`config.mk`:
```
export PLATFORM = sky130hd
export DESIGN_NAME = stopwatch_counter_flat
export DESIGN_NICKNAME = d
export VERILOG_FILES = /design/src/rtl/stopwatch_pkg.sv /design/src/rtl/stopwatch_counter_if.sv /design/src/rtl/bcd_time_inc.sv /design/src/rtl/stopwatch_counter.sv /design/src/flat_wrapper.sv
export SDC_FILE = /design/constraint.sdc
export NUM_CORES = 1
export LEC_CHECK = 0
export CAP_MARGIN = 20
export CELL_PAD_IN_SITES_DETAIL_PLACEMENT = 2
export CELL_PAD_IN_SITES_GLOBAL_PLACEMENT = 2
export CORE_MARGIN = 4
export CORE_UTILIZATION = 32
export CTS_CLUSTER_DIAMETER = 100
export DETAILED_ROUTE_END_ITERATION = 10
export GPL_TIMING_DRIVEN = 0
export PLACE_DENSITY_LB_ADDON = 0.25
export SLEW_MARGIN = 0
export SYNTH_ARGS = -nofsm -noshare
export SYNTH_HDL_FRONTEND = slang
export SYNTH_HIERARCHICAL = 1
export SYNTH_SLANG_ARGS = --single-unit
```
`constraint.sdc`:
```
create_clock -name clk -period 1.8 [get_ports clk]
set_clock_uncertainty 0.1 [all_clocks]
set_input_delay 0.54 -clock clk [delete_from_list [all_inputs] [get_ports clk]]
set_output_delay 0.54 -clock clk [all_outputs]
set_load 0.005 [all_outputs]
```
`src/rtl/stopwatch_pkg.sv`:
```
// Shared types and constants for the stopwatch counter: FSM states and the BCD MM:SS time word.
package stopwatch_pkg;

  typedef enum logic [1:0] {
    IDLE    = 2'd0,
    RUNNING = 2'd1,
    PAUSED  = 2'd2
  } sw_state_t;

  typedef struct packed {
    logic [2:0] min_tens;
    logic [3:0] min_ones;
    logic [2:0] sec_tens;
    logic [3:0] sec_ones;
  } bcd_time_t;

  localparam logic [3:0] BCD_MAX_ONES = 4'd9;
  localparam logic [2:0] BCD_MAX_TENS = 3'd5;
  localparam bcd_time_t  TIME_ZERO    = '0;

endpackage

```
`src/rtl/stopwatch_counter_if.sv`:
```
// Control, timer and display signals of the stopwatch counter, grouped for the top-level port.
interface stopwatch_counter_if;

  logic       second_tick;
  logic       start_stop;
  logic       clear;
  logic       lap;
  logic       ten_sec_mode;
  logic       timer_enable;
  logic       ten_sec_enable;
  logic       running;
  logic       lap_hold;
  logic       rollover;
  logic [2:0] min_tens;
  logic [3:0] min_ones;
  logic [2:0] sec_tens;
  logic [3:0] sec_ones;

  modport master (
    output second_tick, start_stop, clear, lap, ten_sec_mode,
    input  timer_enable, ten_sec_enable, running, lap_hold, rollover,
    input  min_tens, min_ones, sec_tens, sec_ones
  );

  modport slave (
    input  second_tick, start_stop, clear, lap, ten_sec_mode,
    output timer_enable, ten_sec_enable, running, lap_hold, rollover,
    output min_tens, min_ones, sec_tens, sec_ones
  );

endinterface

```
`src/rtl/bcd_time_inc.sv`:
```
// Combinational BCD MM:SS incrementer: +1 s, or +10 s when ten_step is set, with overflow past 59:59.
module bcd_time_inc
  import stopwatch_pkg::*;
(
  input  bcd_time_t cur,
  input  logic      ten_step,
  output bcd_time_t nxt,
  output logic      overflow
);

  logic carry_sec_tens;
  logic carry_min_ones;
  logic carry_min_tens;

  always_comb begin
    nxt            = cur;
    overflow       = 1'b0;
    carry_sec_tens = ten_step;
    carry_min_ones = 1'b0;
    carry_min_tens = 1'b0;

    // Ten-second steps bypass the seconds-ones digit entirely.
    if (!ten_step) begin
      if (cur.sec_ones == BCD_MAX_ONES) begin
        nxt.sec_ones   = '0;
        carry_sec_tens = 1'b1;
      end else begin
        nxt.sec_ones = cur.sec_ones + 4'd1;
      end
    end

    if (carry_sec_tens) begin
      if (cur.sec_tens == BCD_MAX_TENS) begin
        nxt.sec_tens   = '0;
        carry_min_ones = 1'b1;
      end else begin
        nxt.sec_tens = cur.sec_tens + 3'd1;
      end
    end

    if (carry_min_ones) begin
      if (cur.min_ones == BCD_MAX_ONES) begin
        nxt.min_ones   = '0;
        carry_min_tens = 1'b1;
      end else begin
        nxt.min_ones = cur.min_ones + 4'd1;
      end
    end

    if (carry_min_tens) begin
      if (cur.min_tens == BCD_MAX_TENS) begin
        nxt.min_tens = '0;
        overflow     = 1'b1;
      end else begin
        nxt.min_tens = cur.min_tens + 3'd1;
      end
    end
  end

endmodule

```
`src/rtl/stopwatch_counter.sv`:
```
// Stopwatch time keeper: start/stop/clear FSM, tick edge acceptance, BCD count, lap hold and display mux.
module stopwatch_counter
  import stopwatch_pkg::*;
#(
  parameter bit WRAP_AT_MAX = 1'b1
) (
  input  logic                clk,
  input  logic                n_rst,
  stopwatch_counter_if.slave  bus
);

  sw_state_t state_q, state_d;
  bcd_time_t live_q, live_d;
  bcd_time_t lap_q, lap_d;
  bcd_time_t live_inc;
  bcd_time_t disp;
  logic      tick_prev_q;
  logic      lap_hold_q, lap_hold_d;
  logic      rollover_q, rollover_d;
  logic      ten_sec_q, ten_sec_d;
  logic      accepted;
  logic      overflow;
  logic      do_clear;

  bcd_time_inc u_inc (
    .cur      (live_q),
    .ten_step (ten_sec_q),
    .nxt      (live_inc),
    .overflow (overflow)
  );

  // A held-high tick must not count again after a pause, so only rising edges are accepted.
  assign accepted = bus.second_tick & ~tick_prev_q & (state_q == RUNNING);
  assign do_clear = bus.clear & (state_q == PAUSED);

  always_ff @(posedge clk or negedge n_rst) begin
    if (!n_rst) begin
      state_q <= IDLE;
    end else begin
      state_q <= state_d;
    end
  end

  always_comb begin
    state_d = state_q;
    unique case (state_q)
      IDLE: begin
        if (bus.start_stop) state_d = RUNNING;
      end
      RUNNING: begin
        if (bus.start_stop || (accepted && overflow && !WRAP_AT_MAX)) state_d = PAUSED;
      end
      PAUSED: begin
        if (bus.clear) begin
          state_d = IDLE;
        end else if (bus.start_stop) begin
          state_d = RUNNING;
        end
      end
      default: state_d = IDLE;
    endcase
  end

  always_comb begin
    live_d     = live_q;
    lap_d      = lap_q;
    lap_hold_d = lap_hold_q;
    rollover_d = accepted & overflow;
    ten_sec_d  = (state_q == IDLE) ? bus.ten_sec_mode : ten_sec_q;

    if (do_clear) begin
      live_d     = TIME_ZERO;
      lap_d      = TIME_ZERO;
      lap_hold_d = 1'b0;
    end else begin
      if (bus.lap && lap_hold_q && (state_q != IDLE)) begin
        lap_hold_d = 1'b0;
      end else if (bus.lap && !lap_hold_q && (state_q == RUNNING)) begin
        lap_d      = live_q;
        lap_hold_d = 1'b1;
      end
      if (accepted) begin
        if (!overflow) begin
          live_d = live_inc;
        end else if (WRAP_AT_MAX) begin
          live_d = TIME_ZERO;
        end
      end
    end
  end

  always_ff @(posedge clk or negedge n_rst) begin
    if (!n_rst) begin
      live_q      <= TIME_ZERO;
      lap_q       <= TIME_ZERO;
      tick_prev_q <= 1'b0;
      lap_hold_q  <= 1'b0;
      rollover_q  <= 1'b0;
      ten_sec_q   <= 1'b0;
    end else begin
      live_q      <= live_d;
      lap_q       <= lap_d;
      tick_prev_q <= bus.second_tick;
      lap_hold_q  <= lap_hold_d;
      rollover_q  <= rollover_d;
      ten_sec_q   <= ten_sec_d;
    end
  end

  always_comb begin
    disp               = lap_hold_q ? lap_q : live_q;
    bus.timer_enable   = (state_q == RUNNING);
    bus.running        = (state_q == RUNNING);
    bus.ten_sec_enable = ten_sec_q;
    bus.lap_hold       = lap_hold_q;
    bus.rollover       = rollover_q;
    bus.min_tens       = disp.min_tens;
    bus.min_ones       = disp.min_ones;
    bus.sec_tens       = disp.sec_tens;
    bus.sec_ones       = disp.sec_ones;
  end

endmodule
```
`src/flat_wrapper.sv`:
```
// flat-port wrapper written by rule: the top's interface ports become plain ports
module stopwatch_counter_flat import stopwatch_pkg::*;
#(
  parameter bit WRAP_AT_MAX = 1'b1
)
  (clk, n_rst, bus_second_tick, bus_start_stop, bus_clear, bus_lap, bus_ten_sec_mode, bus_timer_enable, bus_ten_sec_enable, bus_running, bus_lap_hold, bus_rollover, bus_min_tens, bus_min_ones, bus_sec_tens, bus_sec_ones);
  stopwatch_counter_if bus_i ();
  input  logic clk;
  input  logic n_rst;
  input wire logic [$bits(bus_i.second_tick)-1:0] bus_second_tick;
  input wire logic [$bits(bus_i.start_stop)-1:0] bus_start_stop;
  input wire logic [$bits(bus_i.clear)-1:0] bus_clear;
  input wire logic [$bits(bus_i.lap)-1:0] bus_lap;
  input wire logic [$bits(bus_i.ten_sec_mode)-1:0] bus_ten_sec_mode;
  output wire logic [$bits(bus_i.timer_enable)-1:0] bus_timer_enable;
  output wire logic [$bits(bus_i.ten_sec_enable)-1:0] bus_ten_sec_enable;
  output wire logic [$bits(bus_i.running)-1:0] bus_running;
  output wire logic [$bits(bus_i.lap_hold)-1:0] bus_lap_hold;
  output wire logic [$bits(bus_i.rollover)-1:0] bus_rollover;
  output wire logic [$bits(bus_i.min_tens)-1:0] bus_min_tens;
  output wire logic [$bits(bus_i.min_ones)-1:0] bus_min_ones;
  output wire logic [$bits(bus_i.sec_tens)-1:0] bus_sec_tens;
  output wire logic [$bits(bus_i.sec_ones)-1:0] bus_sec_ones;
  assign bus_i.second_tick = bus_second_tick;
  assign bus_i.start_stop = bus_start_stop;
  assign bus_i.clear = bus_clear;
  assign bus_i.lap = bus_lap;
  assign bus_i.ten_sec_mode = bus_ten_sec_mode;
  assign bus_timer_enable = bus_i.timer_enable;
  assign bus_ten_sec_enable = bus_i.ten_sec_enable;
  assign bus_running = bus_i.running;
  assign bus_lap_hold = bus_i.lap_hold;
  assign bus_rollover = bus_i.rollover;
  assign bus_min_tens = bus_i.min_tens;
  assign bus_min_ones = bus_i.min_ones;
  assign bus_sec_tens = bus_i.sec_tens;
  assign bus_sec_ones = bus_i.sec_ones;
  stopwatch_counter #(.WRAP_AT_MAX(WRAP_AT_MAX)) u_core (.clk(clk), .n_rst(n_rst), .bus(bus_i));
endmodule
```
# [Yosys cells after proc, flatten, opt, wreduce, memory -nomap -nowiden]
# Index checks and enable logic that the tools add are counted.
[totals] ff_bits=34 output_inout_bits=19 word_cells=79
[classes] n_addsub=4 n_eq_ne=9 muxes=30 n_bitwise=5 n_reduce_logical=18
[ops] operator="two-way mux 14 bit" n=7
[ops] operator="two-way mux 4 bit" n=4
[ops] operator="two-way mux 3 bit" n=4
[ops] operator="nonzero test 3 bit" n=4
[ops] operator="two-way mux 1 bit" n=11
[ops] operator="AND reduction 2 bit" n=5
[ops] operator="adder 4 x 1 -> 4 bit, second input constant" n=2
[ops] operator="equality test 4 bit, second input constant" n=2
[ops] operator="adder 3 x 1 -> 3 bit, second input constant" n=2
[ops] operator="equality test 3 bit, second input constant" n=2
[ops] operator="two-way mux 2 bit" n=3
[ops] operator="case mux 2 bit (3 select lines)" n=1
[ops] operator="nonzero test 2 bit" n=3
[ops] operator="AND 1 bit" n=4
[ops] operator="logical AND 1 bit" n=4
[ops] operator="inequality test 3 bit, second input constant" n=1
[ops] operator="equality test 2 x 1 -> 1 bit, second input constant" n=1
[ops] operator="equality test 2 bit, second input constant" n=1
[ops] operator="zero test 2 bit" n=1
[ops] operator="inequality test 2 x 1 -> 1 bit, second input constant" n=1
[ops] operator="inequality test 2 bit, second input constant" n=1
[ops] operator="zero test 1 bit" n=1
[ops] operator="NOT 1 bit" n=1

# [Longest topological paths before layout]
[logic_depth] depth_word=9 depth_mapped=7 depth_no_buf=6

# [Modules after synthesis]
# Netlist, hierarchy kept.
[by_module_without_submodules] mod="stopwatch_counter" n_inst=1 cells_per_inst=107 area_each_um2=1488.9
[by_module_without_submodules] mod="bcd_time_inc" n_inst=1 cells_per_inst=45 area_each_um2=336.6

# [Worst setup path before layout]
# OpenSTA, ideal clock, no wires.
[synth_timing] path_kind="register to register" startpoint="register u_core/live_q[2] in the netlist's numbering" endpoint="register u_core/live_q[10] in the netlist's numbering" arrival_time_ns=1.780 setup_slack_ns=-0.201 path_stages_with_launch=8 path_buffers=1 period_less_slack_ns=2.001 cell_sequence="dfrtp_1 and4bb_1 nor2_1 nand3b_2 nor3b_1 and2b_4 buf_2 a22o_1"
[synth_between] elab_chain_cells=9
[synth_rtl] element="start: declaration" line_no="stopwatch_counter.sv:13" source="bcd_time_t live_q, live_d;"
[synth_rtl] element="start signal: assignment" line_no="stopwatch_counter.sv:101" source="live_q <= live_d;"
[synth_rtl] element="equality test 4 bit *" line_no="bcd_time_inc.sv:24" source="if (cur.sec_ones == BCD_MAX_ONES) begin"
[synth_rtl] element="two-way mux 1 bit *" line_no="bcd_time_inc.sv:24"
[synth_rtl] element="two-way mux 1 bit *" line_no="bcd_time_inc.sv:23" source="if (!ten_step) begin"
[synth_rtl] element="two-way mux 1 bit *" line_no="bcd_time_inc.sv:32" source="if (carry_sec_tens) begin"
[synth_rtl] element="two-way mux 1 bit *" line_no="bcd_time_inc.sv:41" source="if (carry_min_ones) begin"
[synth_rtl] element="two-way mux 1 bit *" line_no="bcd_time_inc.sv:50" source="if (carry_min_tens) begin"
[synth_rtl] element="via u_core.overflow" line_no="stopwatch_counter.sv:22" source="logic overflow;"
[synth_rtl] element="two-way mux 14 bit" line_no="stopwatch_counter.sv:83" source="if (!overflow) begin"
[synth_rtl] element="two-way mux 14 bit" line_no="stopwatch_counter.sv:82" source="if (accepted) begin"
[synth_rtl] element="two-way mux 14 bit" line_no="stopwatch_counter.sv:71" source="if (do_clear) begin"
# The timed path passes the listed nets; every way through them passes the cells marked *. The select of a mux whose other input is x is not followed.
# A chain may end at the register's enable or synchronous reset.

# [Final worst setup path]
[layout_timing] startpoint="register u_core.lap_hold_q (netlist: u_core/bus.lap_hold)" endpoint="output bus_min_tens[1]"
[layout_between] elab_chain_cells=1
[layout_rtl] element="start: declaration" line_no="stopwatch_counter.sv:18" source="logic lap_hold_q, lap_hold_d;"
[layout_rtl] element="start signal: assignment" line_no="stopwatch_counter.sv:104" source="lap_hold_q <= lap_hold_d;"
[layout_rtl] element="two-way mux 14 bit" line_no="stopwatch_counter.sv:111" source="disp = lap_hold_q ? lap_q : live_q;"
[layout_rtl] element="end: declaration" line_no="flat_wrapper.sv:20" source="output wire logic [$bits(bus_i.min_tens)-1:0] bus_min_tens;"
# Every way passes these cells.

==> flow_summary.toml <==
[outcome]
status = "complete, but fails checks"
violations = "negative setup slack"

[sta]
max_slew_margin_pct = 45.8
rsz0062_at_grt = "yes"
hold_slack_ns = 0.246
finalCritPeriodShare_pct = 118
slew_viol_final = 0
setup_viol = 28
worst_slew_pin_slew_ns = 0.812
fmax_mhz = 472
setup_ws_ns = -0.317
tns_ns = -6.42
min_period_ns = 2.12
finalHoldViolations = 0

[synth]
synth_edf_count = 0
yosys_warnings = 6
syn_area_per_cell_um2 = 12.0
synth_cells = 152
ys_seq_elements = 34
synth.area.top_cells = "dfrtp_1 47%, a22o_1 13%, mux2_2 9.3%"
synth_nets = 159
syn_area_um2 = 1830
ys_async_sr_fraction_pct = 100
netlist.area_leader.share_pct = 46.6
synth.distinct_cells = 35
yosys.area.top_type = "dfrtp_1"
ys.flop_type = "dfrtp_1"
ys_seq_area_share_pct = 46.6

[routing]
ant_nets = 0
routedWlPerCell_um = 20.3
drt-initial-drc-count = 41
drc = 0
drt_pass1_iterations = 4
dr_total_vias = 1458
routed_wl_mm = 5.73
viasPerCell = 5.17

[layout]
final_common_cell = "a22o_1"
area_growth_pct = 41.5
antenna_cells = 0
final_util_pct = 46.9
design_area_um2 = 2580
layout_common_cells = "28 x a22o_1, 26 x buf_4, 24 x dfrtp_1, 13 x buf_6, 10 x dfrtp_2"
final_nets = 217
drive_gt1_share_pct = 46.2

[setup_path]
cp.arrival_ns = 1.48
cp_max_fo = 5
r2r_start = "u_core/live_q[9]$_DFFE_PN0P_"
worstSetupPathType = "reg2out"
reg2reg_depth = 7
worstSetupEndpointType = "output pin"
r2r_end = "u_core/live_q[3]$_DFFE_PN0P_"
cp-start-kind = "register"
crit_path_start = "u_core/bus.lap_hold$_DFFE_PN0P_"
crit_required_ns = 1.16
r2r_slack_ns = -0.24

[floorplan]
fp.dieH_um = 83.5
die_area_um2 = 6980
fp.dieW_um = 83.5
pin_count = 26
rows = 27
initial_core_util_pct = 33.2
core_um2 = 5510

[flow_run]
cap_violations = 0

[placed_design]
hpwl_mm = 3.26
dpl_cell_area_um2 = 2190
gp_congestion = 0.789
post-place-ws_ns = -0.486
portBuffers = 25

[power]
max-vdd-ir-drop_mv = 0.626
leakagePower_nw = 1.30
powerDensity_nw_per_um2 = 1280

[global_routing]
grt_pass1_vias = 1754
overflow = 0
grt_pass1_wl_mm = 9.54
grt_start_max_net_pins = 35
grt_use_total_pct = 17.4
antenna_found_initial = 0

[clock_tree]
ctsHoldBuffers = 0
cts_tree = "built"
clockBufferDepth = 2
cts_buffers = 5
clockRootBuffer = "clkbuf_8"
clock_sinks = 34
h-tree-depth = 2
cts.clk_slew.worst_paths_ns = 0.08
clock_latency_ns = 0.29

[min_path]
hp-class = "in2async"
## Yosys cell counts, types with 3 or more instances
library cell / number
a22o_1: 28
buf_4: 5
dfrtp_1: 34
mux2_2: 15
nand2_1: 6
nand2b_1: 5
nor2_1: 5
nor2b_1: 5
nor3b_1: 3
o21ai_0: 7
xnor2_1: 5
## power breakdown
| group | total (W) | internal (W) | switching (W) |
|---|---|---|---|
| registers | 0.00104 | 0.000915 | 0.000126 |
| logic | 0.00173 | 0.000972 | 0.000757 |
| clock network | 0.000546 | 0.000267 | 0.000280 |
## worst max path at each step
stage          slack, ns  depth (start not counted)                             to
6_report           -0.32                          5                bus_min_tens[1]
5_1_grt            -0.36                          5                bus_sec_tens[2]
4_1_cts            -0.32                          5                bus_sec_tens[1]
3_5_place_dp       -0.49                          4                bus_min_tens[0]
3_3_place_gp       -0.71                          1  u_core/state_q[1]$_DFFE_PN0P_
2_1_floorplan      -0.11                          7  u_core/live_q[10]$_DFFE_PN0P_
## worst max-delay path: stages, from the launching register on
cell	delay [ns]
dfrtp_1	0.38
buf_6	0.14
buf_12	0.11
buf_12	0.11
mux2_2	0.33
buf_2	0.13
## cell families after synthesis
| kind of cell | after synthesis | share of synthesized area, % |
|---|---|---|
| mux | 19 | 11.6 |
| simple gates | 41 | 16.4 |
| flops | 34 | 46.6 |
| xor+xnor | 7 | 3.36 |
| compound gates | 41 | 18.0 |
| buf+inv | 10 | 4.04 |
## flip-flops by register name (all words and copies together) (netlist names)
register                   cells
u_core/bus.ten_sec_enable      1
u_core/bus.rollover            1
u_core/bus.lap_hold            1
u_core/live_q                 14
u_core/tick_prev_q             1
u_core/state_q                 2
u_core/lap_q                  14
## metal layers
metal | up-vias | global-route usage (%) | wire [um]
li1 | 678 | - | -
met1 | 746 | 20.8 | 2480
met2 | 27 | 31.0 | 3060
met3 | 7 | 3.65 | 132
met4 | 0 | 5.41 | 66
met5 | - | 0 | 0
## layout make-up
class                      count  area, um^2
fill                         546        2920
multi-input combinational    108         982
timing repair buffer          52         480
buffer                         8        87.6
inverter                       1        3.75
sequential                    34         863
tap                           72        90.1
clock buffer                   7        76.3
## metrics by stage
step,instances,power (W)
5_1_grt,282,0.00355
3_5_place_dp,249,0.00229
2_1_floorplan,152,0.00180
3_3_place_gp,249,0.00224
6_report,282,0.00332
4_1_cts,279,0.00331
## timing repair
item | in CTS | in global routing
setup buffers | 21 | 5
resized for setup | 93 | 17
endpoints found under the setup margin | 42 | 44
gates cloned | 2 | 0
pin swaps | 4 | 3
Note: power is estimated with default switching activity, not from simulation.
